`src/rtl/pipe_sequencer.sv`:
```
// Pipeline sequencing controller for the decode stage.
// Arbitrates branch flushes, load-use stalls, two-word IADD immediate capture
// and HLT drain-then-freeze, and keeps a saturating load-use stall counter.
module pipe_sequencer #(
    parameter int unsigned DRAIN_CYCLES = 3,
    parameter int unsigned CNT_W        = 16
) (
    input  logic             clk,
    input  logic             reset,
    input  logic             instr_valid,
    input  logic [6:0]       opcode,
    input  logic [2:0]       id_rs1,
    input  logic [2:0]       id_rs2,
    input  logic             id_uses_rs2,
    input  logic             ex_mem_read,
    input  logic [2:0]       ex_rd,
    input  logic             branch_taken,
    output logic             pc_en,
    output logic             ifid_en,
    output logic             ifid_flush,
    output logic             idex_bubble,
    output logic             imm_capture,
    output logic             halted,
    output logic [CNT_W-1:0] stall_cnt
);

    localparam logic [6:0] OP_HLT  = 7'b1100001;
    localparam logic [6:0] OP_IADD = 7'b0100000;
    localparam logic [6:0] OP_NOP  = 7'b1101000;

    localparam logic [3:0] DRAIN_LOAD = 4'(DRAIN_CYCLES - 1);

    typedef enum logic [1:0] {
        RUN,
        DRAIN,
        HALT
    } state_t;

    state_t     state, next_state;
    logic [3:0] drain_cnt;
    logic       hazard;
    logic       drain_load;
    logic       stall_inc;

    // Unit-level outputs before reset gating
    logic pc_en_c, ifid_en_c, ifid_flush_c, idex_bubble_c, imm_capture_c, halted_c;

    // Load-use hazard: EX load writes a register the IF/ID instruction reads
    always_comb begin
        hazard = ex_mem_read && instr_valid &&
                 (opcode != OP_NOP) && (opcode != OP_HLT) &&
                 ((ex_rd == id_rs1) || (id_uses_rs2 && (ex_rd == id_rs2)));
    end

    // Next-state and output decode, priority ordered within RUN
    always_comb begin
        next_state    = state;
        drain_load    = 1'b0;
        stall_inc     = 1'b0;
        pc_en_c       = 1'b0;
        ifid_en_c     = 1'b0;
        ifid_flush_c  = 1'b0;
        idex_bubble_c = 1'b0;
        imm_capture_c = 1'b0;
        halted_c      = 1'b0;

        unique case (state)
            RUN: begin
                if (branch_taken) begin
                    pc_en_c       = 1'b1;
                    ifid_flush_c  = 1'b1;
                    idex_bubble_c = 1'b1;
                end else if (!instr_valid) begin
                    pc_en_c       = 1'b1;
                    ifid_en_c     = 1'b1;
                    idex_bubble_c = 1'b1;
                end else if (hazard) begin
                    idex_bubble_c = 1'b1;
                    stall_inc     = 1'b1;
                end else if (opcode == OP_HLT) begin
                    ifid_flush_c  = 1'b1;
                    drain_load    = 1'b1;
                    next_state    = DRAIN;
                end else if (opcode == OP_IADD) begin
                    // The word behind IADD is its immediate: capture it and
                    // flush the slot so it is never decoded as an instruction.
                    pc_en_c       = 1'b1;
                    imm_capture_c = 1'b1;
                    ifid_flush_c  = 1'b1;
                end else begin
                    pc_en_c       = 1'b1;
                    ifid_en_c     = 1'b1;
                end
            end
            DRAIN: begin
                ifid_flush_c  = 1'b1;
                idex_bubble_c = 1'b1;
                if (drain_cnt == 4'd0) begin
                    next_state = HALT;
                end
            end
            HALT: begin
                ifid_flush_c  = 1'b1;
                idex_bubble_c = 1'b1;
                halted_c      = 1'b1;
            end
            default: begin
                next_state = RUN;
            end
        endcase
    end

    // Outputs are forced to the safe stall pattern while reset is held
    always_comb begin
        pc_en       = reset & pc_en_c;
        ifid_en     = reset & ifid_en_c;
        ifid_flush  = ~reset | ifid_flush_c;
        idex_bubble = ~reset | idex_bubble_c;
        imm_capture = reset & imm_capture_c;
        halted      = reset & halted_c;
    end

    // State register
    always_ff @(posedge clk or negedge reset) begin
        if (!reset) begin
            state <= RUN;
        end else begin
            state <= next_state;
        end
    end

    // Drain counter: loaded when HLT issues, counts down while draining
    always_ff @(posedge clk or negedge reset) begin
        if (!reset) begin
            drain_cnt <= '0;
        end else if (drain_load) begin
            drain_cnt <= DRAIN_LOAD;
        end else if ((state == DRAIN) && (drain_cnt != 4'd0)) begin
            drain_cnt <= drain_cnt - 4'd1;
        end
    end

    // Saturating load-use stall counter
    always_ff @(posedge clk or negedge reset) begin
        if (!reset) begin
            stall_cnt <= '0;
        end else if (stall_inc && (stall_cnt != '1)) begin
            stall_cnt <= stall_cnt + 1'b1;
        end
    end

endmodule

```
`config.mk`:
```
export PLATFORM = sky130hd
export DESIGN_NAME = pipe_sequencer
export DESIGN_NICKNAME = d
export VERILOG_FILES = /design/src/rtl/pipe_sequencer.sv
export SDC_FILE = /design/constraint.sdc
export NUM_CORES = 1
export LEC_CHECK = 0
export BUFFER_PORTS_ARGS = -buffer_cell sky130_fd_sc_hd__buf_2
export CAP_MARGIN = 20
export CORE_AREA = 2 2 59 61
export CTS_CLUSTER_SIZE = 25
export DETAILED_ROUTE_END_ITERATION = 10
export DIE_AREA = 0 0 61 63
export PLACE_DENSITY = 0.69
export SLEW_MARGIN = 10
export SYNTH_ARGS = -nofsm -noshare
export SYNTH_HDL_FRONTEND = slang
export SYNTH_SLANG_ARGS = --single-unit
```
`constraint.sdc`:
```
create_clock -name clk -period 5 [get_ports clk]
set_input_delay 1.25 -clock clk [delete_from_list [all_inputs] [get_ports clk]]
set_output_delay 1.25 -clock clk [all_outputs]
set_load 0.005 [all_outputs]
```
# == Word-level counts from Yosys, hierarchy flattened ==
# Cells that the tools add are included.
# classes
n_bitwise,8
n_reduce_logical,14
mux,43
n_eq_ne,14
magnitude_cmp,0
multipliers,0
div,0
add_sub_neg,2
shift,0
# op_table
cell,count
two-way mux 1 bit,33
"adder 16 x 1 -> 16 bit, second input constant",1
"inequality test 16 bit, second input constant",1
"inequality test 7 bit, second input constant",2
two-way mux 2 bit,5
"inequality test 2 bit, second input constant",5
two-way mux 4 bit,2
"equality test 7 x 6 -> 1 bit, second input constant",1
"equality test 7 bit, second input constant",1
logical AND 1 bit,7
equality test 3 bit,2
one-hot mux 2 bit (3 select lines),1
AND reduction 6 bit,1
AND 1 bit,4
zero test 4 bit,1
one-hot mux 1 bit (2 select lines),2
nonzero test 4 bit,1
"subtractor 4 x 1 -> 4 bit, second input constant",1
"equality test 2 x 1 -> 1 bit, second input constant",1
"equality test 2 bit, second input constant",1
zero test 2 bit,1
NOT 1 bit,2
OR 1 bit,2
nonzero test 2 bit,1
2 further kinds,2
# word_totals
ff_bits,22
latchBits,0
mem_bits_rw,0
elab_cells,84
rom_bits,0
n_memories,0
output_inout_bits,22

# == Longest topological paths before layout ==
# Gate-level depths: netlist of the first run.
# depth
word_depth,9
ltp_mapped,7
ltp_nobuf,7

# == Worst setup path before layout of the first run ==
# Ideal clock, no wire load.
# synth_path
path_kind,input -> output
from,in opcode[1]
to,out ifid_flush
required_time_ps,3750
n_path_buf,1
setup_slack_ps,1237
arrival_time_ps,2513
stages,6
cell_sequence,nor4b_1 a31oi_1 o211ai_2 buf_2 a31oi_1 o21ai_0
# synth_between
elab_chain_cells,9
# synth_lines
element,line,source
from (decl),11,"input logic [6:0] opcode,"
inequality test 7 bit,51,(opcode != OP_NOP) && (opcode != OP_HLT) &&
logical AND 1 bit,50,hazard = ex_mem_read && instr_valid &&
logical AND 1 bit (2 in a row),51,
two-way mux 1 bit (*),77,end else if (hazard) begin
two-way mux 1 bit (*),73,end else if (!instr_valid) begin
two-way mux 1 bit (*),69,if (branch_taken) begin
one-hot mux 1 bit (2 select lines) (*),67,unique case (state)
OR 1 bit (*),117,ifid_flush = ~reset | ifid_flush_c;
to (decl),20,"output logic ifid_flush,"
# Every way passes the cells marked *; elsewhere a longest branch is shown, timed or not.

# == Worst setup path after layout of the first run ==
# Same ends and word-level chain as after synthesis.

==> results.txt, run 1 <==
The flow ran to the end, and the final reports show no timing, DRC or antenna violations. Yosys mapped the design onto 35 distinct sky130hd cell types. The hold violation count in the final report is 0. The cts-stage hold buffer count came out at 0. The post-detailed-route DRC marker count is 0. Combinational logic burns 36.0% of the power. The die boundary width came out at 61 µm.

The number of placed I/O pins came out at 44. The proportion of total power due to net switching is 36.2%. The max-capacitance violation count is 0.

The total via count after detailed routing is 1209. The total power density per cell area is 285 nW/µm². The worst setup path is of the in -> out kind. The detailed-placement wirelength estimate is 2.38 mm. The minimum period implied by the final worst setup slack came out at 4.05 ns. The number of global-route vias before repair came out at 1232. The completed layout was analyzed and its total power is 474 µW.

Yosys printed 0 warnings. The number of synthesized register bits came out at 22. In this run the tightest slew margin relative to its limit is 49.1%. The total of buffers placed on input and output ports is 43. The fraction of power consumed by sequential logic is 47.6%. The layout has 324 filler cells.

Once layout is complete, the utilization of the core stands at 51.5%. Global routing consumed, over all layers together, 18.2% of the routing resources. The final sum of negative setup slack is 0 ns. The clock arrives with 0.00732 ns of skew. The leakage power is 0.000832 µW. The number of DRC violations after detailed-routing iteration 0 came out at 58.

The clock net in this run drives a total of 22 sinks. The number of antenna diodes is 0. The average wire length per cell after detail routing came out at 13.2 µm. The placeable core region came out at 3230 µm². After synthesis, the mean cell area works out to 9.62 µm². The slew at the pin closest to its max-slew limit is 0.761 ns. The quantity of gates resized following cts is 0.

TritonCTS created 3 clock buffers. The share of synthesized registers carrying an async set or reset is 100%. The cell row count came out at 21. Data on the critical path is required at its endpoint by 3.75 ns. The CTS H-tree depth came out at 1. The number of antenna violations at the first check in global routing is 0.

The total routed wirelength is 3.07 mm. The pin count of the biggest net entering global routing came out at 28. The area occupied by registers is 551 µm². The worst setup path is captured at an output port.

The final layout contains 217 nets. The mapped netlist covers 1380 µm². The maximum buffer depth of the clock tree is 2. The cell-internal power came out at 302 µW.

The layout cell share with drive strength beyond 1 is 27.8%. The post-CTS setup repair buffer count is 0. The clock network accounts for 16.5% of the total power. The signed area change from the synthesized netlist to the final layout is 20.8%.

The remaining antenna violation count is 0. The final critical-path share of the clock period came out at 81.0%. In the routed layout, each cell is associated on average with a via count of 5.19. Setup repair after global routing left no endpoint under its margin. The worst endpoint data arrival time came out at 2.80 ns. TritonCTS built the clock tree.

The cell count after synthesis came out at 143. The placer congestion estimate came out at 0.865. The worst setup path is launched from a primary input. The residual overflow from global routing came out at 0.

The clock tree root driver cell is sky130_fd_sc_hd__clkbuf_4. In this run the power spent charging and discharging nets is 172 µW. Sequential cells were found to cover 40.0% of the synthesized design area. The height of the die came out at 63 µm. The global-route wire length before repair is 5.47 mm.

The number of cells traversed by the worst hold path is 1. The total iterations of the first detailed-routing run came out at 4. Clock-pin slew was measured on the worst setup and hold paths at 0.11 ns. The final number of setup-violating endpoints came out at 0.

The worst reg-to-reg path cell count is 6. The number of flops mapped to enable cells by yosys came out at 0. The clock latency reported for the late side of the worst-skew pair is 0.30 ns.

The most used flip-flop cell after synthesis is sky130_fd_sc_hd__dfrtp_1. The multi-input logic area came out at 783 µm². The overall die area is 3840 µm². For this run, the top clock speed supported by timing is 0.247 GHz. The number of max-slew violations in the final report was 0.

IR analysis of the VDD net gives a maximum drop of 0.151 mV. The min-delay analysis places its worst path in the category reg -> reg. The total nets after synthesis came out at 171. Along the worst path, the maximum fanout reaches 17. The starting density of the core came out at 42.6%.
-- layout by cell type (no fill, tap or decap), types with 2 or more instances in the layout --
| cell | count |
|---|---|
| sky130_fd_sc_hd__clkbuf_4 | 3 |
| sky130_fd_sc_hd__or4_1 | 2 |
| sky130_fd_sc_hd__dfrtp_1 | 22 |
| sky130_fd_sc_hd__nand2_1 | 10 |
| sky130_fd_sc_hd__nor3_1 | 6 |
| sky130_fd_sc_hd__a21oi_1 | 2 |
| sky130_fd_sc_hd__nor4_1 | 9 |
| sky130_fd_sc_hd__nand3_1 | 6 |
| sky130_fd_sc_hd__nand4_1 | 6 |
| sky130_fd_sc_hd__inv_1 | 9 |
| sky130_fd_sc_hd__o21ai_0 | 3 |
| sky130_fd_sc_hd__xor2_1 | 19 |
| sky130_fd_sc_hd__nor2_1 | 11 |
| sky130_fd_sc_hd__buf_2 | 43 |
| sky130_fd_sc_hd__and4_1 | 3 |
| sky130_fd_sc_hd__ha_1 | 6 |
| sky130_fd_sc_hd__xnor2_1 | 6 |
| sky130_fd_sc_hd__a31oi_1 | 2 |
| sky130_fd_sc_hd__and2_1 | 3 |
-- worst paths after layout --
kind | slack (ns) | startpoint | to
worst max-delay path | 0.95 | opcode[1] | ifid_flush
worst min-delay path | 0.50 | stall_cnt[15] | stall_cnt[15]
worst max register to register | 2.89 | stall_cnt[0] | stall_cnt[1]
worst min register to register | 0.50 | stall_cnt[15] | stall_cnt[15]
max in group asynchronous | 3.72 | reset | stall_cnt[15]
min in group asynchronous | 0.91 | reset | drain_cnt[3]
-- cell families (layout without fill, tap and decap cells) --
family                   after synthesis  after routing  share of synthesized area [%]
AND/OR/NAND/NOR                       64             64                           26.4
XOR/XNOR                              25             25                           15.9
flip-flops                            22             22                           40.0
AO/OA/AOI/OAI                         14             14                           8.09
buffers and inverters                 11             55                           3.09
adder cells (fa/ha/maj)                6              6                           5.45
multiplexers                           1              1                           1.09
-- final cells by class --
| type | count | area share (%) |
|---|---|---|
| clock buffer | 3 | 1.35 |
| inverter | 9 | 2.03 |
| multi-input combinational | 110 | 47.1 |
| sequential | 22 | 33.1 |
| tap | 46 | 3.46 |
| timing repair buffer | 43 | 12.9 |
-- flip-flops by register name (all words and copies together), names as in the netlist --
register and flops:
drain_cnt 4, state 2, stall_cnt 16
-- power groups by stage --
stage | Clock [µW] | Combinational (µW) | Sequential (µW)
detailed placement | 0 | 172 | 229
global route | 90.5 | 197 | 230
CTS | 82.2 | 172 | 225
global placement | 0 | 164 | 227
floorplan | 0 | 115 | 224
finish | 78.1 | 171 | 226
-- worst max-delay path, stage by stage --
cell and delay (ns):
sky130_fd_sc_hd__buf_2 0.11, sky130_fd_sc_hd__nor4b_1 0.45, sky130_fd_sc_hd__a31oi_1 0.20, sky130_fd_sc_hd__o211ai_2 0.33, sky130_fd_sc_hd__a31oi_1 0.17, sky130_fd_sc_hd__o21ai_0 0.16
sky130_fd_sc_hd__buf_2 0.13
-- through the flow --
stage	setup WS [ns]	cell area, µm²	std cells	hold WS (ns)
after floorplan	1.24	1380	143	0.473
after global placement	1.01	1640	230	0.480
after detailed placement	0.965	1640	230	0.483
after CTS	0.954	1660	233	0.504
after global routing	0.646	1660	233	0.524
final	0.951	1660	233	0.498
-- routing by layer --
layer	GRT usage, %	wire [µm]	up-vias
met2	30.4	1580	25
met4	2.99	29	0
met5	0	0	-
met1	23.3	1350	568
met3	5.18	110	4
li1	-	-	612
-- cell usage after synthesis (2+ instances only) --
cell type	n	area, µm²
sky130_fd_sc_hd__o21ai_0	3	15.0
sky130_fd_sc_hd__nand2_1	10	37.5
sky130_fd_sc_hd__xor2_1	19	166
sky130_fd_sc_hd__a31oi_1	2	12.5
sky130_fd_sc_hd__nand3_1	6	30.0
sky130_fd_sc_hd__nand4_1	6	37.5
sky130_fd_sc_hd__and4_1	3	26.3
sky130_fd_sc_hd__nor2_1	11	41.3
sky130_fd_sc_hd__dfrtp_1	22	551
sky130_fd_sc_hd__nor3_1	6	30.0
sky130_fd_sc_hd__a21oi_1	2	10.0
sky130_fd_sc_hd__xnor2_1	6	52.6
sky130_fd_sc_hd__nor4_1	9	56.3
sky130_fd_sc_hd__ha_1	6	75.1
sky130_fd_sc_hd__and2_1	3	18.8
sky130_fd_sc_hd__or4_1	2	15.0
sky130_fd_sc_hd__inv_1	9	33.8
(Power assumes the default switching activity.)
==> run 2, diff against run 1 <==
Settings changed: PLACE_DENSITY 0.69 to 0.72.
Clock period 5 ns to 3.55 ns, I/O delays scaled along.
==> results.txt, run 2 (synthesis results as in run 1) <==
The post-detailed-route via-to-cell ratio is 5.10 (was 5.19). The clock tree root driver cell is sky130_fd_sc_hd__clkbuf_4 (unchanged). The number of inserted filler cells in the final layout came to 313 (was 324). The critical path required time is 2.66 ns (was 3.75 ns). Registers with the most flip-flops: stall_cnt x16, drain_cnt x4, state x2 (unchanged). The source of the worst hold timing path is stall_cnt[10] (was stall_cnt[15]). The peak fanout along the critical path is 3 (was 17).

The number of CTS-inserted buffers is 3 (unchanged). The dominant delay contributor by cell family on the critical path is simple AND/OR/NAND/NOR gates (was compound AO/OA/AOI/OAI gates). The number of flip-flops under the largest register name came to 16 (unchanged). The global-route wire length before repair came to 5.14 mm (was 5.47 mm). The maximum buffer depth of the clock tree came out at 2 (unchanged).

The clock tree skew after final layout is 0.00254 ns (was 0.00732 ns). The residual overflow from global routing is 0 (unchanged). The number of global-route vias before repair came out at 1188 (was 1232). The remaining antenna violation count is 0 (unchanged). The worst setup slack after placement came out at 0.403 ns (was 0.965 ns).

The smallest hold slack is 0.499 ns (was 0.498 ns). The total iterations of the first detailed-routing run is 4 (unchanged). The detailed-placement wirelength estimate came to 2.19 mm (was 2.38 mm).

CP Cell Sequence: buf_2 -> nor4b_1 -> nand2_1 -> o21ai_0 -> a31oi_1 -> o21ai_0 -> buf_2 (was buf_2 -> nor4b_1 -> a31oi_1 -> o211ai_2 -> a31oi_1 -> o21ai_0 -> buf_2). The overall power is 668 µW (was 474 µW). The number of antenna diodes is 0 (unchanged). The worst max-slew margin expressed relative to the limit is 66.5% (was 49.1%). The largest register by flop count is stall_cnt (unchanged).

The total power density per cell area is 398 nW/µm² (was 285 nW/µm²). The final net count is 219 (was 217). The placeable core region is 3230 µm² (unchanged). The final worst setup slack came out at 0.404 ns (was 0.951 ns).

The type of origin of the critical path was a primary input (unchanged). The starting density of the core is 42.6% (unchanged). Most frequent cells in the layout: sky130_fd_sc_hd__buf_2, sky130_fd_sc_hd__dfrtp_1, sky130_fd_sc_hd__xor2_1, sky130_fd_sc_hd__nor2_1, sky130_fd_sc_hd__nand2_1 (unchanged). The CTS H-tree depth is 1 (unchanged). The average wire length per cell after detail routing came out at 12.1 µm (was 13.2 µm). The total routed wirelength came to 2.85 mm (was 3.07 mm). The total global-route track usage came out at 17.3% (was 18.2%). The placer congestion estimate came out at 0.733 (was 0.865). The die boundary width was 61 µm (unchanged). The post-CTS setup repair buffer count is 0 (unchanged). Run status: complete, no violations (unchanged). The final critical-path share of the clock period is 88.6%. The total of buffers placed on input and output ports is 43 (unchanged).

The overall die area came out at 3840 µm² (unchanged). The number of placed I/O pins came to 44 (unchanged). The number of sinks driven by the clock tree is 22 (unchanged).

The worst endpoint data arrival time came out at 2.26 ns (was 2.80 ns). The maximum vdd ir drop came to 0.266 mV (was 0.151 mV). The total via count after detailed routing is 1199 (was 1209). The hold violation count in the final report is 0 (unchanged). The reg-to-reg critical path endpoint is stall_cnt[1] (unchanged). The final number of setup-violating endpoints is 0 (unchanged). The pin count of the biggest net entering global routing is 23 (was 28). The clock latency reported for the late side of the worst-skew pair was 0.30 ns (about the same). The number of DRC violations after detailed-routing iteration 0 came out at 71 (was 58).

The quantity of gates resized following cts came out at 0 (unchanged). The signed area change from the synthesized netlist to the final layout is 21.9% (was 20.8%). The path type of the worst setup path is in -> out (unchanged). The cell row count came to 21 (unchanged). The minimum period implied by the final worst setup slack is 3.15 ns. The cell at the slowest stage of the critical path is sky130_fd_sc_hd__nor4b_1 (unchanged).

The critical path capture point type is an output port (unchanged). The commonest non-fill, non-tap cell in the layout is sky130_fd_sc_hd__buf_2 (unchanged). Setup repair after global routing missed its margin: no (unchanged). The worst reg-to-reg path cell count came out at 6 (unchanged). The number of cells in the design after placement is 232 (was 230).

The CTS tree is built (unchanged). The post-detailed-route DRC marker count came out at 0 (unchanged). The post-CTS clock slew at the launch and capture registers of the worst setup and hold paths is 0.11 ns (about the same). The end of the worst hold path was stall_cnt[10] (was stall_cnt[15]).

The worst hold-check path type was reg -> reg (unchanged). The final sum of negative setup slack came to 0 ns (unchanged). The buffer and inverter count on the worst path is 2 (unchanged). The leakage power is 0.000841 µW (was 0.000832 µW). The layout cell share with drive strength beyond 1 came out at 28.6% (was 27.8%). The count of placed standard cells in the final layout, fillers left out came out at 235 (was 233).

The height of the die was 63 µm (unchanged). The number of max-slew violations in the final report is 0 (unchanged). The largest incremental delay on the critical path is 0.48 ns (was 0.45 ns). The number of antenna violations at the first check in global routing came out at 0 (unchanged). The number of cells traversed by the worst hold path came to 1 (unchanged). The cts-stage hold buffer count is 0 (unchanged). The max-capacitance violation count was 0 (unchanged). The slew at the pin closest to its max-slew limit is 0.496 ns (was 0.761 ns).

For this run, the top clock speed supported by timing is 0.318 GHz. The slack of the worst reg-to-reg path came out at 1.47 ns (was 2.89 ns). The beginning of the worst register-to-register path is stall_cnt[0] (unchanged).
==> run 2: changes by cell type in the layout (fill, tap and decap cells not counted), sizes merged <==
| cell | previous run | this run |
|---|---|---|
| buf | 43 | 45 |
==> run 2: routing by layer <==
layer	global-route usage [%]	vias up	wire, µm
li1	-	604	-
met1	22.8	559	1280
met2	28.0	30	1410
met3	4.35	6	120
met4	4.08	0	38
met5	0	-	0
==> run 2: worst max path at each step <==
| stage | startpoint | end | slack, ns | cells after the start |
|---|---|---|---|---|
| 6_report | opcode[1] | ifid_flush | 0.40 | 7 |
| 3_3_place_gp | opcode[1] | ifid_flush | 0.49 | 7 |
| 4_1_cts | opcode[1] | ifid_flush | 0.40 | 7 |
| 2_1_floorplan | opcode[1] | ifid_flush | 0.51 | 6 |
| 5_1_grt | opcode[1] | ifid_flush | 0.12 | 7 |
| 3_5_place_dp | opcode[1] | ifid_flush | 0.40 | 7 |
==> run 2: worst reg2reg max path, stage by stage (launching register included) <==
cell and delay [ns]:
sky130_fd_sc_hd__dfrtp_1 0.47, sky130_fd_sc_hd__ha_1 0.24, sky130_fd_sc_hd__nand2_1 0.07, sky130_fd_sc_hd__or4_4 0.52
sky130_fd_sc_hd__o21ai_4 0.31, sky130_fd_sc_hd__nor2_4 0.07, sky130_fd_sc_hd__mux2_4 0.29
==> run 2: cell type report <==
class | instances | area (µm²) | share of cell area (%)
repair buffers | 45 | 230 | 13.7
well taps | 46 | 57.6 | 3.43
clock buffers | 3 | 22.5 | 1.34
inverters | 9 | 33.8 | 2.01
multi-input cells | 110 | 783 | 46.7
flip-flops and latches | 22 | 551 | 32.8
==> run 2: through the flow <==
stage          utilization [%]  instance area, µm²
4_1_cts                   51.9                1680
3_3_place_gp              51.2                1660
5_1_grt                   51.9                1680
6_report                  51.9                1680
2_1_floorplan                -                1380
3_5_place_dp              51.2                1660
==> run 2: power by group <==
part	total (µW)	internal [µW]	switching [µW]	leakage [µW]
Clock	111	39.7	71.2	0.0000138
Combinational	240	106	134	0.000549
Sequential	318	280	37.2	0.000278
